[src/rtl/draw_pkg.sv]
// Shared state encoding, mode selects and geometry for the drawing sequencer.
package draw_pkg;

    localparam int unsigned SCR_W    = 160;
    localparam int unsigned SCR_H    = 120;
    localparam int unsigned SPR_DIM  = 40;
    localparam int unsigned PIPE_LAT = 2;

    localparam logic [1:0] XY_SCREEN = 2'b00;
    localparam logic [1:0] XY_SPRITE = 2'b01;

    typedef enum logic [2:0] {
        IDLE,
        INIT,
        PRIME,
        DRAW,
        DONE
    } state_t;

endpackage

[src/rtl/pixel_walker.sv]
// Column/row position of the pixel being plotted. Wraps at the edge of the
// active region: 160x120 for a screen, 40x40 for a sprite.
module pixel_walker
    import draw_pkg::*;
(
    input  logic clk,
    input  logic reset,
    input  logic clear,
    input  logic step,
    input  logic sprite,
    output logic col_last,
    output logic row_last
);

    logic [7:0] col_q, col_d;
    logic [6:0] row_q, row_d;
    logic [7:0] col_max;
    logic [6:0] row_max;

    assign col_max  = sprite ? 8'(SPR_DIM - 1) : 8'(SCR_W - 1);
    assign row_max  = sprite ? 7'(SPR_DIM - 1) : 7'(SCR_H - 1);
    assign col_last = (col_q == col_max);
    assign row_last = (row_q == row_max);

    always_comb begin
        col_d = col_q;
        row_d = row_q;
        if (clear) begin
            col_d = '0;
            row_d = '0;
        end else if (step) begin
            if (col_last) begin
                col_d = '0;
                row_d = row_last ? '0 : row_q + 7'd1;
            end else begin
                col_d = col_q + 8'd1;
            end
        end
    end

    always_ff @(posedge clk) begin
        if (reset) begin
            col_q <= '0;
            row_q <= '0;
        end else begin
            col_q <= col_d;
            row_q <= row_d;
        end
    end

endmodule

[src/rtl/draw_sequencer.sv]
// Control FSM for the drawing datapath: one screen or sprite draw per
// req/ack/done handshake, plus the independent player score strobes.
module draw_sequencer
    import draw_pkg::*;
(
    input  logic       clk,
    input  logic       reset,
    input  logic       req,
    input  logic       req_sprite,
    input  logic       req_erase,
    input  logic [4:0] req_mem,
    input  logic [4:0] req_xsel,
    input  logic [1:0] req_ysel,
    input  logic       point_p1,
    input  logic       point_p2,
    input  logic       new_game,
    input  logic       screenDone,
    output logic       ack,
    output logic       done,
    output logic       busy,
    output logic       plot,
    output logic       xInitReset,
    output logic       xInitLoad,
    output logic       yInitReset,
    output logic       yInitLoad,
    output logic       xReset,
    output logic       xLoad,
    output logic       xCountUp,
    output logic       yReset,
    output logic       yLoad,
    output logic       yCountUp,
    output logic [1:0] xySel,
    output logic [4:0] xInitSel,
    output logic [1:0] yInitSel,
    output logic [4:0] memorySel,
    output logic       black,
    output logic       addressScreenCounterReset,
    output logic       screenCountLoad,
    output logic       addressSpriteCounterReset,
    output logic       spriteCountLoad,
    output logic       playerReset,
    output logic       playerLoad,
    output logic       winner1,
    output logic       winner2
);

    state_t     state_q, state_d;
    logic [1:0] prime_q, prime_d;
    logic       sprite_q, sprite_d;
    logic       black_q, black_d;
    logic [4:0] mem_q, mem_d;
    logic [4:0] xsel_q, xsel_d;
    logic [1:0] ysel_q, ysel_d;
    logic       count_load;
    logic       walk_clear;
    logic       walk_step;
    logic       col_last;
    logic       row_last;

    logic       player_reset_q, player_reset_d;
    logic       player_load_q, player_load_d;
    logic       winner1_q, winner1_d;
    logic       winner2_q, winner2_d;

    pixel_walker u_walker (
        .clk      (clk),
        .reset    (reset),
        .clear    (walk_clear),
        .step     (walk_step),
        .sprite   (sprite_q),
        .col_last (col_last),
        .row_last (row_last)
    );

    // Origin registers are always reloaded from the select muxes; never cleared here.
    assign xInitReset = 1'b0;
    assign yInitReset = 1'b0;
    assign yLoad      = 1'b0;

    assign busy            = (state_q != IDLE);
    assign xySel           = sprite_q ? XY_SPRITE : XY_SCREEN;
    assign xInitSel        = xsel_q;
    assign yInitSel        = ysel_q;
    assign memorySel       = mem_q;
    assign black           = black_q;
    assign screenCountLoad = count_load & ~sprite_q;
    assign spriteCountLoad = count_load & sprite_q;

    always_comb begin
        state_d                   = state_q;
        prime_d                   = prime_q;
        sprite_d                  = sprite_q;
        black_d                   = black_q;
        mem_d                     = mem_q;
        xsel_d                    = xsel_q;
        ysel_d                    = ysel_q;
        ack                       = 1'b0;
        done                      = 1'b0;
        plot                      = 1'b0;
        xInitLoad                 = 1'b0;
        yInitLoad                 = 1'b0;
        xReset                    = 1'b0;
        yReset                    = 1'b0;
        xLoad                     = 1'b0;
        xCountUp                  = 1'b0;
        yCountUp                  = 1'b0;
        addressScreenCounterReset = 1'b0;
        addressSpriteCounterReset = 1'b0;
        count_load                = 1'b0;
        walk_clear                = 1'b0;
        walk_step                 = 1'b0;

        case (state_q)
            IDLE: begin
                if (req) begin
                    ack      = 1'b1;
                    sprite_d = req_sprite;
                    black_d  = req_erase;
                    mem_d    = req_mem;
                    xsel_d   = req_xsel;
                    ysel_d   = req_ysel;
                    state_d  = INIT;
                end
            end
            INIT: begin
                xInitLoad                 = 1'b1;
                yInitLoad                 = 1'b1;
                xReset                    = 1'b1;
                yReset                    = 1'b1;
                addressSpriteCounterReset = sprite_q;
                addressScreenCounterReset = ~sprite_q;
                walk_clear                = 1'b1;
                prime_d                   = '0;
                state_d                   = PRIME;
            end
            PRIME: begin
                count_load = 1'b1;
                prime_d    = prime_q + 2'd1;
                if (prime_q == 2'(PIPE_LAT - 1)) begin
                    state_d = DRAW;
                end
            end
            DRAW: begin
                plot       = 1'b1;
                count_load = 1'b1;
                walk_step  = 1'b1;
                if (col_last) begin
                    xLoad    = 1'b1;
                    yCountUp = 1'b1;
                end else begin
                    xCountUp = 1'b1;
                end
                // Screen end comes from the datapath address counter, sprite end from the walker.
                if (sprite_q ? (col_last && row_last) : screenDone) begin
                    state_d = DONE;
                end
            end
            DONE: begin
                done    = 1'b1;
                state_d = IDLE;
            end
            default: state_d = IDLE;
        endcase
    end

    always_comb begin
        player_reset_d = new_game;
        player_load_d  = ~new_game & (point_p1 ^ point_p2);
        winner1_d      = player_load_d & point_p1;
        winner2_d      = player_load_d & point_p2;
    end

    assign playerReset = player_reset_q;
    assign playerLoad  = player_load_q;
    assign winner1     = winner1_q;
    assign winner2     = winner2_q;

    always_ff @(posedge clk) begin
        if (reset) begin
            state_q        <= IDLE;
            prime_q        <= '0;
            sprite_q       <= 1'b0;
            black_q        <= 1'b0;
            mem_q          <= '0;
            xsel_q         <= '0;
            ysel_q         <= '0;
            player_reset_q <= 1'b0;
            player_load_q  <= 1'b0;
            winner1_q      <= 1'b0;
            winner2_q      <= 1'b0;
        end else begin
            state_q        <= state_d;
            prime_q        <= prime_d;
            sprite_q       <= sprite_d;
            black_q        <= black_d;
            mem_q          <= mem_d;
            xsel_q         <= xsel_d;
            ysel_q         <= ysel_d;
            player_reset_q <= player_reset_d;
            player_load_q  <= player_load_d;
            winner1_q      <= winner1_d;
            winner2_q      <= winner2_d;
        end
    end

endmodule

[config.mk]
export PLATFORM = sky130hd
export DESIGN_NAME = draw_sequencer
export DESIGN_NICKNAME = d
export VERILOG_FILES = /design/src/rtl/draw_pkg.sv /design/src/rtl/pixel_walker.sv /design/src/rtl/draw_sequencer.sv
export SDC_FILE = /design/constraint.sdc
export NUM_CORES = 1
export LEC_CHECK = 0
export CAP_MARGIN = 25
export CORE_MARGIN = 10
export CORE_UTILIZATION = 41
export DETAILED_ROUTE_END_ITERATION = 8
export PLACE_DENSITY = 0.74
export SLEW_MARGIN = 20
export SYNTH_ARGS = -nofsm -noshare
export SYNTH_HDL_FRONTEND = slang
export SYNTH_SLANG_ARGS = --single-unit
[constraint.sdc]
create_clock -name clk -period 1.77 [get_ports clk]
set_clock_uncertainty 0.1 [all_clocks]
set_input_delay 0.177 -clock clk [delete_from_list [all_inputs] [get_ports clk]]
set_output_delay 0.177 -clock clk [all_outputs]
set_load 0.02 [all_outputs]
; Word level (Yosys, flattened, before mapping)
; Index checks and enable logic that the tools add are counted.
[op_classes]
n_bitwise = 8
multipliers = 0
mux = 23
eq_ne = 10
n_addsub = 3
n_div = 0
reduce_logical = 9
magnitude_cmp = 0
shift = 0
[op_table]
columns = cell, n
row1 = 2-to-1 mux 8 bit, 2
row2 = 2-to-1 mux 1 bit, 14
row3 = 2-to-1 mux 7 bit, 2
row4 = one-hot mux 3 bit (4 select lines), 1
row5 = 2-to-1 mux 3 bit, 3
row6 = adder 8 x 1 -> 8 bit (second input constant), 1
row7 = equality test 8 bit, 1
row8 = adder 7 x 1 -> 7 bit (second input constant), 1
row9 = equality test 7 bit, 1
row10 = equality test 3 x 2 -> 1 bit (second input constant), 2
row11 = != test 2 bit (second input constant), 3
row12 = AND 1 bit, 5
row13 = one-hot mux 2 bit (2 select lines), 1
row14 = AND reduction 2 bit, 2
row15 = OR reduction 2 bit, 2
row16 = equality test 3 x 1 -> 1 bit (second input constant), 1
row17 = equality test 3 bit (second input constant), 1
row18 = zero test 3 bit, 1
row19 = AND reduction 3 bit, 1
row20 = nonzero test 3 bit, 1
row21 = adder 2 x 1 -> 2 bit (second input constant), 1
row22 = equality test 2 x 1 -> 1 bit (second input constant), 1
row23 = NOT 1 bit, 2
row24 = nonzero test 2 bit, 1
row25 = 2 further kinds, 2
[word_totals]
reg_bits = 38
rom_bits = 0
out_inout_bits = 37
mem_count = 0
ramBits = 0
latch_bits = 0

; Depth between registers and ports, before layout
[depth]
word_depth = 6
ltp_mapped = 7

; Cells and area by module
; Synthesis repeated with hierarchy kept, for this count alone.
[hier_totals]
hier_cells = 212
hier_area_um2 = 1830.5
[modules_own_cells]
columns = module, instances, area_each_um2, cells_each
row1 = draw_sequencer, 1, 1034.7, 125
row2 = pixel_walker, 1, 795.8, 87

; Least setup slack after synthesis
; Ideal clock, no wire load.
[synth_timing]
path_kind = register -> register
start = reg state_q[2]
end = reg u_walker.col_q[4]
stages_incl_launch_ff = 6
arrival_time_ns = 1.871
required_time_ns = 1.534
period_less_slack_ns = 2.107
path_slack_ns = -0.337
cell_sequence = dfxtp_1 > nor3b_1 > or2_2 > clkbuf_1 > buf_2 > nor3_1
[synth_between]
elab_chain_len = 3
elab_cells_between_ends = 5
classes_between = eq/ne (2) / mux (2) / reduce/logical (1)
[synth_rtl]
columns = item, line_no
row1 = "start, declared", draw_sequencer.sv:47  ; state_t state_q, state_d;
row2 = "start signal, assigned", draw_sequencer.sv:192  ; state_q <= state_d;
row3 = equality test 3 x 1 -> 1 bit, --
row4 = 2-to-1 mux 1 bit, --
row5 = net xInitLoad, draw_sequencer.sv:23  ; output logic xInitLoad,
row6 = OR reduction 2 bit (no line), --
row7 = "end signal, assigned", pixel_walker.sv:46  ; col_q <= col_d;
row8 = "end, declared", pixel_walker.sv:15  ; logic [7:0] col_q, col_d;
; The timed path passes the listed nets, and every way through them passes these cells.
; A chain may end at the register's enable or synchronous reset.

; Worst setup path after layout
[layout_timing]
start = reg u_walker.col_q[5]
end = reg u_walker.row_q[2]
[layout_between]
elab_chain_len = 2
[layout_rtl]
columns = item, line_no
row1 = equality test 8 bit, pixel_walker.sv:22  ; assign col_last = (col_q == col_max);
row2 = AND reduction 2 bit (no line), --
row3 = "end signal, assigned", pixel_walker.sv:47  ; row_q <= row_d;
row4 = "end, declared", pixel_walker.sv:16  ; logic [6:0] row_q, row_d;
; No other way between the ends.

==> flow_summary.json <==
{
  "initial_utilization": 0.419,
  "drt-vias-per-instance": 5.15,
  "critPathKind": "register to register",
  "fin_crit_ns": 1.90,
  "synth_top_family_by_area": "simple AND/OR/NAND/NOR gates",
  "powerDensity_nw_per_um2": 754,
  "ys_warn_count": 0,
  "synth_top_area_share": 0.423,
  "clockRootBuffer": "clkbuf_8",
  "final_hold_viol_count": 0,
  "status": "complete, but fails checks",
  "grt_pass1_vias": 1740,
  "cts_tree": "done",
  "post_route_cells_drive_above_1_share": 0.243,
  "async_reset_ff_frac": 0,
  "yosysUniqueCellTypes": 43,
  "fp.coreArea_sq_um": 4290,
  "violations": "setup timing",
  "vias": 1819,
  "clock.fmax_mhz": 526,
  "cp-end-kind": "register",
  "yosys.area.top_type": "dfxtp_1",
  "gp_congestion": 0.771,
  "grt_pass1_wl_microns": 8200,
  "crit_required_ns": 1.90,
  "synth_area_leaders": "dfxtp_1, nand2_1, a21oi_1",
  "worst_ep_arrival_time_ns": 2.03,
  "synth_mux_area_frac": 0.00556,
  "synth_compound_area_frac": 0.145,
  "ys_seq_area_frac": 0.423,
  "io_pins": 58,
  "htreeDepth": 2,
  "maxCapViolations": 0,
  "dp_hpwl_microns": 3670,
  "crit_chain": "or3b_4 -> o22a_4 -> buf_6 -> or4_4 -> a21oi_2",
  "hold_buffers": 0,
  "grt.total_usage": 0.133,
  "nets": 324,
  "routed_wl_microns": 5130,
  "areaGrowthSynthToFinish_pct": 49.8,
  "rsz0062_at_grt": "yes",
  "path_max_fanout": 6,
  "synth_top_flop_cell": "dfxtp_1",
  "clk_pin_slew_ns": 0.08,
  "setup_viol": 7,
  "p_leak_nw": 1.04,
  "wl_per_cell_microns": 14.5,
  "insertion_delay_ns": 0.29,
  "die-height_microns": 86.3,
  "grt_max_degree": 24,
  "diodes": 0,
  "postSynthCellCount": 224,
  "ys_seq_elements": 38,
  "tns_ns": -0.521,
  "fin_ws_ns": -0.131,
  "yosys.area_share.simple": 0.286,
  "hold_class": "input pin to register",
  "die-area_sq_um": 7440,
  "syn_avg_cell_area_sq_um": 8.04,
  "synthXorXnorAreaFrac": 0.0341,
  "synth_edf_count": 0,
  "ir_drop_mv": 0.461,
  "drtPass1Iterations": 4,
  "cts_buffers": 5,
  "drv_slew": 0,
  "cp_slowest_cell": "or4_4",
  "post-route-drc-count": 0,
  "utilization": 0.628,
  "place_ws_ns": -0.318,
  "clockBufferDepth": 2,
  "fin_crit_sh": 1.07,
  "critPathMaxStageDelay_ns": 0.48,
  "ant_nets": 0,
  "clkSinkCount": 38,
  "crit_path_start_kind": "register",
  "numPortBuffers": 53,
  "grt.overflow.total": 0,
  "die_x_microns": 86.3,
  "antenna_found_initial": 0,
  "drtIter0Drc": 109,
  "syn_area_sq_um": 1800,
  "final.fill_count": 393,
  "finalPower_w": 0.00203,
  "num_rows": 24,
  "synth_adder_area_share": 0.0208
}
Yosys cell counts (all sizes together) (5+ instances only):
master	n
nand2	41
dfxtp	38
a21oi	23
buf	14
nor3	10
clkbuf	8
nor2	8
inv	7
and2	6
o21ai	6
a211oi	5
nand4	5
nor3b	5
or3	5
cell usage in the layout, fill, tap and decap left out, types with 6 or more instances in the layout:
cell type        count
nand2_1             41
clkdlybuf4s50_1     38
buf_4               34
dfxtp_1             33
a21oi_1             22
nor3_1              10
nor2_1               7
inv_1                6
power breakdown:
group	internal [W]	leakage, nW	switching [W]
clock	0.000422	0.0524	0.000304
combinational	0.000191	0.675	0.000204
sequential	0.000890	0.312	0.0000204
kinds of logic (layout without fill, tap and decap cells):
kind of cell             after synthesis  after routing
AO/OA/AOI/OAI                         45             45
XOR/XNOR                               7              7
multiplexers                           1              1
adder cells (fa/ha/maj)                3              3
flip-flops                            38             38
AND/OR/NAND/NOR                      100            100
buffers and inverters                 29            103
other                                  1              4
metal layers:
layer,vias to the layer above,part of all wire,global-route usage
met2,44,0.48,0.229
met3,9,0.059,0.0422
li1,918,-,-
met1,848,0.44,0.151
met4,0,0.020,0.0471
met5,-,0,0
stage by stage:
step,std cells,hold slack (ns),area (sq um)
floorplan,227,0.168,1830
global placement,340,0.341,2520
detailed placement,340,0.345,2520
CTS,351,0.325,2660
global route,353,0.336,2700
finish,353,0.332,2700
repair_timing:
item | 4_1_cts | 5_1_grt
pin swaps | 3 | 13
buffers inserted | 3 | 2
hold endpoints to repair | 0 | 0
setup endpoints to repair | 25 | 24
gates resized for setup | 47 | 23
cloned | 0 | 1
registers in the layout, summed over array words and instances, names as in the netlist, 2 cells and up:
name and flops:
memorySel 5, prime_q 2, state_q 3, u_walker.col_q 8
u_walker.row_q 7, xInitSel 5, yInitSel 2
final cells by class:
cell class,instances,area (sq um),area share
Sequential cell,38,767,0.284
Clock inverter,1,30.0,0.0111
Inverter,7,26.3,0.00974
Tap cell,52,65.1,0.0241
Clock buffer,7,76.3,0.0283
Timing Repair Buffer,88,761,0.282
Multi-Input combinational cell,160,971,0.360
worst max-delay path, delay by kind of cell (launching register included):
family          cells  cell delay [ns]
flops               1             0.32
compound gates      2             0.41
buf+inv             1             0.14
simple gates        2             0.87
worst paths after layout:
kind                                                        to  slack, ns                           start  cells past startpoint
worst max-delay path            u_walker.row_q[2]$_SDFFE_PP0P_      -0.13  u_walker.col_q[5]$_SDFFE_PP0P_                      5
worst min-delay path                  xInitSel[0]$_SDFFE_PP0P_       0.33                     req_xsel[0]                      3
worst max register to register  u_walker.row_q[2]$_SDFFE_PP0P_      -0.13  u_walker.col_q[5]$_SDFFE_PP0P_                      5
worst min register to register        xInitSel[1]$_SDFFE_PP0P_       0.35        xInitSel[1]$_SDFFE_PP0P_                      2
No activity file was read; power rests on OpenSTA's default activity.
==> edit, RTL diff (config.mk and constraints unchanged) <==
`mem_q` no longer has a reset.
--- a/src/rtl/draw_sequencer.sv
+++ b/src/rtl/draw_sequencer.sv
@@ -182,5 +182,4 @@
             sprite_q       <= 1'b0;
             black_q        <= 1'b0;
-            mem_q          <= '0;
             xsel_q         <= '0;
             ysel_q         <= '0;
@@ -194,5 +193,4 @@
             sprite_q       <= sprite_d;
             black_q        <= black_d;
-            mem_q          <= mem_d;
             xsel_q         <= xsel_d;
             ysel_q         <= ysel_d;
@@ -204,4 +202,8 @@
     end
 
+    always_ff @(posedge clk) begin
+        mem_q <= mem_d;
+    end
+
 endmodule
 
Behaviour: not the same (Yosys sat finds a counterexample within 4 cycles, from zero or initial values and one cycle with reset high).
==> edit against the original RTL <==
- the run still ends with negative setup slack left
- first-iteration DRC count is 12% higher
- sequential cell count unchanged
- sequential share of layout area increased by 1.5 points
- power down 0.90%
- design area grew 1.5%
- worst setup slack better by 0.0024 ns
- count of clock-buffer cells in the layout shrank 1
- die area down 1.8%
- wire length grew 0.74%
- maximum frequency is 0.13% higher
- area after synthesis fell by 2.4%
- sequential power grew 4.1%
- non-clock buffer count up 6
- largest power group unchanged
==> edit: results <==
{
  "fin_ws_ns": -0.129,
  "post_cts_buffers": 5,
  "placedCellCount": 325,
  "p_clk_share_pct": 28.1,
  "grt_pass1_vias": 1619,
  "final_nets": 312,
  "totalWireLength_mm": 5.17,
  "ys_top_cells_by_count": "dfxtp_1, nand2_1, a21oi_1, buf_4, nor3_1",
  "seq_area_frac_synth_pct": 46.1,
  "setup_viol": 8,
  "synthAdderAreaFrac_pct": 2.14,
  "critPathKind": "reg -> out",
  "violations": "negative setup slack",
  "cpMaxStageDelayCell": "or3b_4",
  "num-fill-cells": 341,
  "vias": 1704,
  "p_leak_nw": 1.04,
  "drive_gt1_share_pct": 30.1,
  "netlist_instances": 202,
  "placed_cell_area_um2": 2560,
  "drtIter0Drc": 122,
  "pwr-share-comb_pct": 24.9,
  "arrival_ns": 1.62,
  "finalNonFillerCells": 339,
  "globalplace.congestion": 0.826,
  "track_usage_pct": 13.8,
  "synth_compound_area_share_pct": 14.5,
  "synthMuxAreaShare_pct": 0,
  "worstReg2RegStart": "sprite_q",
  "vdd_drop_max_mv": 0.444,
  "synth-edff-count": 5,
  "ctsResizeCount": 49,
  "rows": 23,
  "status": "complete, but fails checks",
  "cpPeakStageDelay_ns": 0.40
}
-- edit: cell count changes in the layout (fill, tap and decap cells not counted), sizes merged, moves of 4 or more --
cell	before	now
clkdlybuf4s15	1	5
a21oi	23	18
buf	42	47
nand2	41	30
dfxtp	38	33
edfxtp	0	5
or3	5	1
-- edit: metal layers --
metal | routed length (um) | GRT usage (%)
met1 | 2140 | 16.6
met5 | 0 | 0
met4 | 93 | 4.94
met3 | 330 | 4.49
met2 | 2610 | 22.3
-- edit: worst paths after layout --
kind	endpoint	depth (start not counted)
setup / recovery	yCountUp	5
hold / removal	xInitSel[1]	3
setup reg to reg	u_walker.row_q[2]	5
hold reg to reg	xInitSel[2]	2
-- edit: final cells by class --
class | instances | area (um^2) | area share, %
well taps | 50 | 62.6 | 2.29
repair buffers | 94 | 825 | 30.1
inverters | 7 | 31.3 | 1.14
multi-input cells | 142 | 918 | 33.6
clock inverters | 2 | 8.76 | 0.320
clock buffers | 6 | 72.6 | 2.65
flip-flops and latches | 38 | 818 | 29.9
-- edit: logic make-up (layout without fill, tap and decap cells) --
kind of cell / Yosys count / in the layout
compound gates: 42 / 42
xor+xnor: 7 / 7
fa+ha+maj: 3 / 3
buf+inv: 25 / 109
flops: 38 / 38
other cells: 1 / 4
simple gates: 86 / 86
-- edit: stage by stage --
step / worst slack (ns) / util, % / setup TNS [ns] / total power [W]
floorplan: 0.00827 / - / 0 / 0.00122
global placement: -0.220 / 62.6 / -1.56 / 0.00146
detailed placement: -0.280 / 62.6 / -2.01 / 0.00147
CTS: -0.139 / 66.2 / -0.580 / 0.00203
global route: -0.179 / 67.0 / -1.10 / 0.00212
finish: -0.129 / 67.0 / -0.655 / 0.00201
